<file path="src/rtl/jtag_tap_sampled.sv">
// Purpose: device-side IEEE 1149.1 TAP that oversamples TCK/TMS/TDI/TRST with clk_i; IR, BYPASS, IDCODE and one user DR.
// Latency: a TCK edge takes effect SYNC_STAGES+1 clk_i cycles after it reaches the pins; TDO follows TCK fall by the same amount.
// Backpressure: none; each TCK level must be held at least SYNC_STAGES+2 clk_i cycles or the edge may be missed.
module jtag_tap_sampled #(
    parameter int unsigned          IR_WIDTH      = 5,
    parameter logic [31:0]          IDCODE_VALUE  = 32'h249511C3,
    parameter int unsigned          USER_DR_WIDTH = 32,
    parameter int unsigned          SYNC_STAGES   = 2,
    parameter logic [IR_WIDTH-1:0]  INSTR_IDCODE  = IR_WIDTH'(1),
    parameter logic [IR_WIDTH-1:0]  INSTR_USER    = IR_WIDTH'(4)
) (
    input  logic                     clk_i,
    input  logic                     rst_ni,
    input  logic                     tck_i,
    input  logic                     tms_i,
    input  logic                     tdi_i,
    input  logic                     trst_ni,
    output logic                     tdo_o,
    input  logic [USER_DR_WIDTH-1:0] user_dr_capture_i,
    output logic [USER_DR_WIDTH-1:0] user_dr_o,
    output logic                     user_dr_valid_o,
    output logic [IR_WIDTH-1:0]      ir_o,
    output logic [3:0]               tap_state_o
);

    typedef enum logic [3:0] {
        TLR    = 4'hF,
        RTI    = 4'hC,
        SEL_DR = 4'h7,
        CAP_DR = 4'h6,
        SH_DR  = 4'h2,
        EX1_DR = 4'h1,
        PAU_DR = 4'h3,
        EX2_DR = 4'h0,
        UPD_DR = 4'h5,
        SEL_IR = 4'h4,
        CAP_IR = 4'hE,
        SH_IR  = 4'hA,
        EX1_IR = 4'h9,
        PAU_IR = 4'hB,
        EX2_IR = 4'h8,
        UPD_IR = 4'hD
    } tap_state_t;

    // Pin synchronizers; TMS/TDI share the TCK depth so they line up with the detected edge.
    logic [SYNC_STAGES-1:0] tck_sync;
    logic [SYNC_STAGES-1:0] tms_sync;
    logic [SYNC_STAGES-1:0] tdi_sync;
    logic [SYNC_STAGES-1:0] trst_sync;
    logic                   tck_prev;

    logic tck_s, tms_s, tdi_s, trst_n_s;
    logic tck_rise, tck_fall;

    tap_state_t                state_q;
    tap_state_t                state_nxt;
    logic [IR_WIDTH-1:0]       ir_sr;
    logic [31:0]               idcode_sr;
    logic [USER_DR_WIDTH-1:0]  user_sr;
    logic                      bypass_sr;

    logic                      sel_idcode;
    logic                      sel_user;
    logic [IR_WIDTH-1:0]       ir_shifted;
    logic [31:0]               idcode_shifted;
    logic [USER_DR_WIDTH-1:0]  user_shifted;
    logic                      tdo_nxt;

    // Synchronizer history is cleared only by the system reset, never by TRST.
    always_ff @(posedge clk_i) begin
        if (!rst_ni) begin
            tck_sync  <= '0;
            tms_sync  <= '0;
            tdi_sync  <= '0;
            trst_sync <= '0;
            tck_prev  <= 1'b0;
        end else begin
            tck_sync  <= {tck_sync[SYNC_STAGES-2:0], tck_i};
            tms_sync  <= {tms_sync[SYNC_STAGES-2:0], tms_i};
            tdi_sync  <= {tdi_sync[SYNC_STAGES-2:0], tdi_i};
            trst_sync <= {trst_sync[SYNC_STAGES-2:0], trst_ni};
            tck_prev  <= tck_sync[SYNC_STAGES-1];
        end
    end

    assign tck_s    = tck_sync[SYNC_STAGES-1];
    assign tms_s    = tms_sync[SYNC_STAGES-1];
    assign tdi_s    = tdi_sync[SYNC_STAGES-1];
    assign trst_n_s = trst_sync[SYNC_STAGES-1];
    assign tck_rise = tck_s & ~tck_prev;
    assign tck_fall = ~tck_s & tck_prev;

    // DR selection: IDCODE and USER opcodes, everything else falls back to BYPASS.
    assign sel_idcode = (ir_o == INSTR_IDCODE);
    assign sel_user   = (ir_o == INSTR_USER) && !sel_idcode;

    // Right shift with the sampled TDI entering at the MSB; the concat-and-truncate form also covers width 1.
    assign ir_shifted     = IR_WIDTH'({tdi_s, ir_sr} >> 1);
    assign idcode_shifted = 32'({tdi_s, idcode_sr} >> 1);
    assign user_shifted   = USER_DR_WIDTH'({tdi_s, user_sr} >> 1);

    // 1149.1 next-state function evaluated with the sampled TMS.
    always_comb begin
        state_nxt = state_q;
        case (state_q)
            TLR:     state_nxt = tms_s ? TLR    : RTI;
            RTI:     state_nxt = tms_s ? SEL_DR : RTI;
            SEL_DR:  state_nxt = tms_s ? SEL_IR : CAP_DR;
            CAP_DR:  state_nxt = tms_s ? EX1_DR : SH_DR;
            SH_DR:   state_nxt = tms_s ? EX1_DR : SH_DR;
            EX1_DR:  state_nxt = tms_s ? UPD_DR : PAU_DR;
            PAU_DR:  state_nxt = tms_s ? EX2_DR : PAU_DR;
            EX2_DR:  state_nxt = tms_s ? UPD_DR : SH_DR;
            UPD_DR:  state_nxt = tms_s ? SEL_DR : RTI;
            SEL_IR:  state_nxt = tms_s ? TLR    : CAP_IR;
            CAP_IR:  state_nxt = tms_s ? EX1_IR : SH_IR;
            SH_IR:   state_nxt = tms_s ? EX1_IR : SH_IR;
            EX1_IR:  state_nxt = tms_s ? UPD_IR : PAU_IR;
            PAU_IR:  state_nxt = tms_s ? EX2_IR : PAU_IR;
            EX2_IR:  state_nxt = tms_s ? UPD_IR : SH_IR;
            UPD_IR:  state_nxt = tms_s ? SEL_DR : RTI;
            default: state_nxt = TLR;
        endcase
    end

    // Value TDO takes on the next TCK fall: LSB of the active shift register, 0 outside shift states.
    always_comb begin
        tdo_nxt = 1'b0;
        if (state_q == SH_IR) begin
            tdo_nxt = ir_sr[0];
        end else if (state_q == SH_DR) begin
            if (sel_idcode)    tdo_nxt = idcode_sr[0];
            else if (sel_user) tdo_nxt = user_sr[0];
            else               tdo_nxt = bypass_sr;
        end
    end

    // TAP controller plus register actions; actions belong to the rise that leaves the named state.
    always_ff @(posedge clk_i) begin
        if (!rst_ni || !trst_n_s) begin
            state_q         <= TLR;
            ir_o            <= INSTR_IDCODE;
            ir_sr           <= '0;
            idcode_sr       <= '0;
            user_sr         <= '0;
            bypass_sr       <= 1'b0;
            tdo_o           <= 1'b0;
            user_dr_valid_o <= 1'b0;
            // TRST abandons a shift but keeps the last delivered user value.
            if (!rst_ni) user_dr_o <= '0;
        end else begin
            user_dr_valid_o <= 1'b0;
            if (tck_rise) begin
                state_q <= state_nxt;
                case (state_q)
                    CAP_IR: ir_sr <= IR_WIDTH'(1);
                    SH_IR:  ir_sr <= ir_shifted;
                    UPD_IR: ir_o  <= ir_sr;
                    CAP_DR: begin
                        if (sel_idcode)    idcode_sr <= IDCODE_VALUE;
                        else if (sel_user) user_sr   <= user_dr_capture_i;
                        else               bypass_sr <= 1'b0;
                    end
                    SH_DR: begin
                        if (sel_idcode)    idcode_sr <= idcode_shifted;
                        else if (sel_user) user_sr   <= user_shifted;
                        else               bypass_sr <= tdi_s;
                    end
                    EX1_DR, EX2_DR: begin
                        if (tms_s && sel_user) begin
                            user_dr_o       <= user_sr;
                            user_dr_valid_o <= 1'b1;
                        end
                    end
                    default: ;
                endcase
                if (state_nxt == TLR) ir_o <= INSTR_IDCODE;
            end
            if (tck_fall) tdo_o <= tdo_nxt;
        end
    end

    assign tap_state_o = state_q;

endmodule
</file>
<file path="config.mk">
export PLATFORM = sky130hd
export DESIGN_NAME = jtag_tap_sampled
export DESIGN_NICKNAME = d
export VERILOG_FILES = /design/src/rtl/jtag_tap_sampled.sv
export SDC_FILE = /design/constraint.sdc
export NUM_CORES = 1
export LEC_CHECK = 0
export CAP_MARGIN = 10
export CORE_UTILIZATION = 55
export CTS_BUF_LIST = sky130_fd_sc_hd__clkbuf_4 sky130_fd_sc_hd__clkbuf_8
export DETAILED_ROUTE_END_ITERATION = 8
export PLACE_DENSITY = 0.82
export REMOVE_ABC_BUFFERS = 1
export SLEW_MARGIN = 0
export SYNTH_ARGS = -nofsm -noshare
export SYNTH_HDL_FRONTEND = slang
export SYNTH_SLANG_ARGS = --single-unit
</file>
<file path="constraint.sdc">
create_clock -name clk_i -period 2.95 [get_ports clk_i]
set_input_delay 0.4425 -clock clk_i [delete_from_list [all_inputs] [get_ports clk_i]]
set_output_delay 0.4425 -clock clk_i [all_outputs]
set_load 0.05 [all_outputs]
</file>
* Word-level counts from Yosys, hierarchy flattened
Cells that the tools add are included.
** Operators by class
- Bitwise logic cells :: 6
- Multiplexer cells :: 39
- Equal/unequal tests :: 27
- Reductions and logical operators :: 24
** Operators by type and width (count)
- $mux 32 :: 11
- $pmux 32 s2 :: 2
- $pmux 4 s12 :: 1
- $eq 4x4->1 const B :: 9
- $ne 2x2->1 const B :: 9
- $eq 4x3->1 const B :: 4
- $mux 2 :: 6
- $mux 3 :: 4
- $reduce_and 6->1 :: 2
- $reduce_bool 2->1 :: 6
- $mux 1 :: 10
- $mux 5 :: 2
- $pmux 5 s2 :: 1
- $eq 4x2->1 const B :: 2
- $reduce_and 4->1 :: 2
- $reduce_or 2->1 :: 3
- $reduce_or 3->1 :: 2
- $eq 5x1->1 const B :: 1
- $eq 5x3->1 const B :: 1
- $eq 4x1->1 const B :: 1
- $logic_not 4->1 :: 1
- $mux 4 :: 1
- $not 1->1 :: 4
- $reduce_and 2->1 :: 2
- 5 further kinds :: 9
** Word-level totals
- Register bits after elaboration :: 122
- Word-level logic and storage cells :: 110
- Input bits :: 38

* Longest topological paths before layout
- Depth in word-level cells :: 8
- Depth in mapped cells :: 7
- Mapped depth without buffers :: 4

* Worst setup path before layout
No wires, ideal clock.
- Path kind :: register to register
- Start point :: reg ir_o[1]
- End point :: reg user_dr_o[0] (enable)
- Arrival time :: 2.132 ns
- Cell stages (with the launch flop) :: 6
- Period minus slack after synthesis :: 2.526 ns
- Setup slack :: 0.424 ns
- Setup time :: 0.394 ns
- Cells stage by stage :: dfxtp_1 > or3_1 > buf_2 > nor2_1 > and4_1 > nand2b_1
** Between the ends
- Cells in the longest elaborated chain, start to end :: 6
** RTL lines
- start: declaration :: RTL line 22 : output logic [IR_WIDTH-1:0] ir_o,
- start signal: assignment :: RTL line 158 : UPD_IR: ir_o <= ir_sr;
- $eq 5x1->1 :: RTL line 94 : assign sel_idcode = (ir_o == INSTR_IDCODE);
- $logic_not 1->1 :: RTL line 95 : assign sel_user = (ir_o == INSTR_USER) && !sel_idcode;
- $logic_and 1x1->1 * :: RTL line 95
- $logic_and 1x1->1 * :: RTL line 170 : if (tms_s && sel_user) begin
- $reduce_bool 2->1 (no source line) *
- $reduce_and 4->1 (no source line) *
- end signal: assignment :: RTL line 171 : user_dr_o <= user_sr;
- end: declaration :: RTL line 20 : output logic [USER_DR_WIDTH-1:0] user_dr_o,
Mark *: on every way between the ends. The rest lies on a longest branch, timed or not.
A chain may end at the register's enable or synchronous reset.

* Worst setup path in the final report
- Start point :: reg state_q[3] (netlist: tap_state_o[3])
- End point :: out tap_state_o[3]
** RTL lines
- start: declaration :: RTL line 55 : tap_state_t state_q;
- start signal: assignment :: RTL line 154 : state_q <= state_nxt;
- end: declaration :: RTL line 23 : output logic [3:0] tap_state_o
No word-level cell between the ends.

==> metrics.md <==
| Metric | Value |
|---|---|
| Data required, critical path | `approximately 2500 ps` |
| Yosys Warn Count | `0` |
| Area grow syn2layout | `26.3%` |
| Peak Freq | `between 300 and 400 MHz` |
| Diode count | `0` |
| Hold Vio Cnt, Final | `0` |
| Die X | `between 90 and 100 µm` |
| Startpoint types | `flop` |
| Synth Area in XOR/XNOR | `0%` |
| CP Class | `reg2out` |
| Worst hold margin | `approximately 440 ps` |
| Multiplexer share of the synthesized area | `0%` |
| CP Max Fanout | `19` |
| I/O Buffers | `80` |
| Total power | `about 3.6 mW` |
| RSZ-0062 raised after global routing | `no` |
| Number of DRC markers in iteration 0 | `380` |
| Drt wl/cell | `around 15 µm` |
| CP max stage delay | `around 930 ps` |
| Setup violators final | `0` |
| Worst path bufs/invs | `1` |
| Die height | `95.8 µm` |
| Worst slew pin tran | `between 1000 and 1500 ps` |
| Final nets | `around 620` |
| Hpwl dp | `just under 7000 µm` |
| H-tree levels | `4` |
| Relative slew margins | `around a third` |
| GRT Overall Usage | `approximately 25%` |
| LEAKAGE | `2.20 nW` |
| GPL Wtd Cong | `0.833` |
| I/O pin count | `81` |
| CTS buffer count | `17` |
| Register area share after synthesis | `57.1%` |
| Min cycle time layout | `between 2000 and 3000 ps` |
| # Post-CTS Setup Buffers | `0` |
| HP Class | `reg2reg` |
| Main combinational cell family by area after synthesis | `simple AND/OR/NAND/NOR gates` |
| Initial Util | `around 58%` |
| Vias in the first global route | `between 3k and 4k` |
| Worst setup EP type | `primary output` |
| Max VDD drop | `roughly 390 µV` |
| Final Routed Wirelength | `10,800 µm` |
| DR vias | `a little over 4k` |
| Ratio of cells with drive above 1 in the final layout | `7.38%` |
| Hold path depth | `1` |
| WP depth | `1` |
| Initial antenna violation count | `0` |
| Largest net degree at the start of global routing | `65` |
| Period utilization | `between 80% and 90%` |
| Final Max Slew Viols | `0` |
| Status | `complete, no violations` |
| Core area | `between 0.008 and 0.009 mm²` |
| CTS max path bufs | `2` |
| Main flop type after synthesis | `dfxtp_1` |
| Layout Skew | `approximately 11 ps` |
| Async SR Flop Fraction | `0%` |
| Synth unique cells | `37` |
| Worst reg2reg path depth | `4` |
| Clock Sinks | `122` |
| Hold_buf cts | `0` |
| Mapped cell area | `~0.0048 mm²` |
| Number of synthesized register bits | `about 120` |
| Grt total ovfl | `0` |
| CTS root buffer | `clkbuf_8` |
| Crit path max-delay family | `buffers and inverters` |
| Post-route ant nets | `0` |
| PostCTS Resize Cnt | `0` |
| CP arrival | `around 2100 ps` |
| Post-synth EDFFs | `32` |
| Routed vias/inst | `~5.8` |
| CTS tree | `yes` |
| Max-cap violations | `0` |
| Synth Area in Adders | `0%` |
| CTS clock-pin slew for the worst setup and hold paths | `~70 ps` |
| DRC viols | `0` |
| Clock Latency Late Sink | `420 ps` |
| Synth Area in Simple Gates | `25.9%` |
| DRT Pass-1 Iters | `5` |
| Post-synthesis compound-gate area fraction | `12.5%` |
| Cells after Synth | `roughly 520` |
| Die area | `around 0.0092 mm²` |
| Row cnt | `33` |
| Critical path cell sequence | `clkdlybuf4s50_1` |
| First-pass GRT wire length | `between 15,000 and 20,000 µm` |
| Number of fillers in the final layout | `approximately 600` |
| Crit path max-delay cell type | `clkdlybuf4s50_1` |
| Synthesized area per cell | `approximately 9.3 µm²` |
| Power density cells | `approximately 590 mW/mm²` |
## cells by family (layout without fill, tap and decap cells)
group,count (synthesis),count (layout)
flip-flops,122,122
AO/OA/AOI/OAI,86,86
AND/OR/NAND/NOR,262,262
buffers and inverters,49,126
## routing by layer
metal	GRT usage [%]	routed length, µm	up-vias
li1	-	-	1959
met1	31.3	4600	1925
met2	42.1	5310	132
met3	6.71	655	22
met4	9.58	199	0
met5	0	0	-
## metrics by stage
| stage | setup TNS, ps | setup slack, ps | instance area (µm²) | cells | util [%] |
|---|---|---|---|---|---|
| finish | 0 | 384 | 6110 | 701 | 72.9 |
| global route | 0 | 256 | 6110 | 701 | 72.9 |
| CTS | 0 | 369 | 6110 | 701 | 72.9 |
| detailed placement | 0 | 535 | 5680 | 669 | 67.8 |
| global placement | 0 | 624 | 5680 | 669 | 67.8 |
| floorplan | -4870 | -152 | 4640 | 474 | - |
## cells in the final DEF, fill, tap and decap left out, drive strengths merged, types with 3 or more instances in the layout
cell           instances
nand3                 28
nand2                 93
a22o                   4
a311oi                32
edfxtp                32
dfxtp                 90
and3                  34
bufinv                 4
clkdlybuf4s50         80
buf                   10
nor2                  50
nand2b                 5
nor3                  26
clkinv                 7
o21ai                  7
a31oi                  3
a21o                   3
inv                    4
clkbuf                19
and2                  13
a21oi                 27
## flip-flops by register name, indices dropped and copies added, names as in the netlist, 2 cells and up
name         count
tms_sync         2
trst_sync        2
ir_o             5
tdi_sync         2
ir_sr            5
tap_state_o      4
tck_sync         2
idcode_sr       32
user_sr         32
user_dr_o       32
## final timing paths
check / end / from / slack [ps]
min: tck_sync[1] / tck_sync[0] / 440
max: tap_state_o[3] / tap_state_o[3] / 380
min reg2reg: tck_sync[1] / tck_sync[0] / 440
max reg2reg: idcode_sr[0] / ir_o[1] / 480
## synth_stat cells (2+ instances only)
cell type   n  area (µm²)
a31oi_1     3        18.8
o31ai_1     2        15.0
nand2b_1    5        31.3
buf_6       3        33.8
inv_1       4        15.0
and4_1      2        17.5
nand3b_1    2        15.0
edfxtp_1   32         961
buf_2       8        40.0
clkbuf_1   34         128
o21ai_0     7        35.0
nor3_1     26         130
and3_1     34         213
a21o_1      3        22.5
or3_1       2        12.5
a21oi_1    27         135
nand3_1    28         140
dfxtp_1    90        1800
nor2_1     50         188
a22o_1      4        35.0
a311oi_1   32         280
nand2_1    93         349
and2_1     13        81.3
nor2b_1     2        12.5
## power breakdown
group / switching, mW / leakage (nW) / internal [mW]
clock network: 0.644 / 0.214 / 0.944
registers: 0.0111 / 1.03 / 1.74
logic: 0.141 / 0.954 / 0.0942
## cell type report
| cell class | instances | area, µm² | share of cell area (%) |
|---|---|---|---|
| Clock buffer | 19 | 255 | 4.18 |
| Clock inverter | 13 | 175 | 2.87 |
| Inverter | 4 | 15.0 | 0.246 |
| Multi-Input combinational cell | 348 | 1870 | 30.6 |
| Sequential cell | 122 | 2760 | 45.2 |
| Tap cell | 105 | 131 | 2.15 |
| Timing Repair Buffer | 90 | 901 | 14.7 |
No activity file was read; power rests on OpenSTA's default activity.
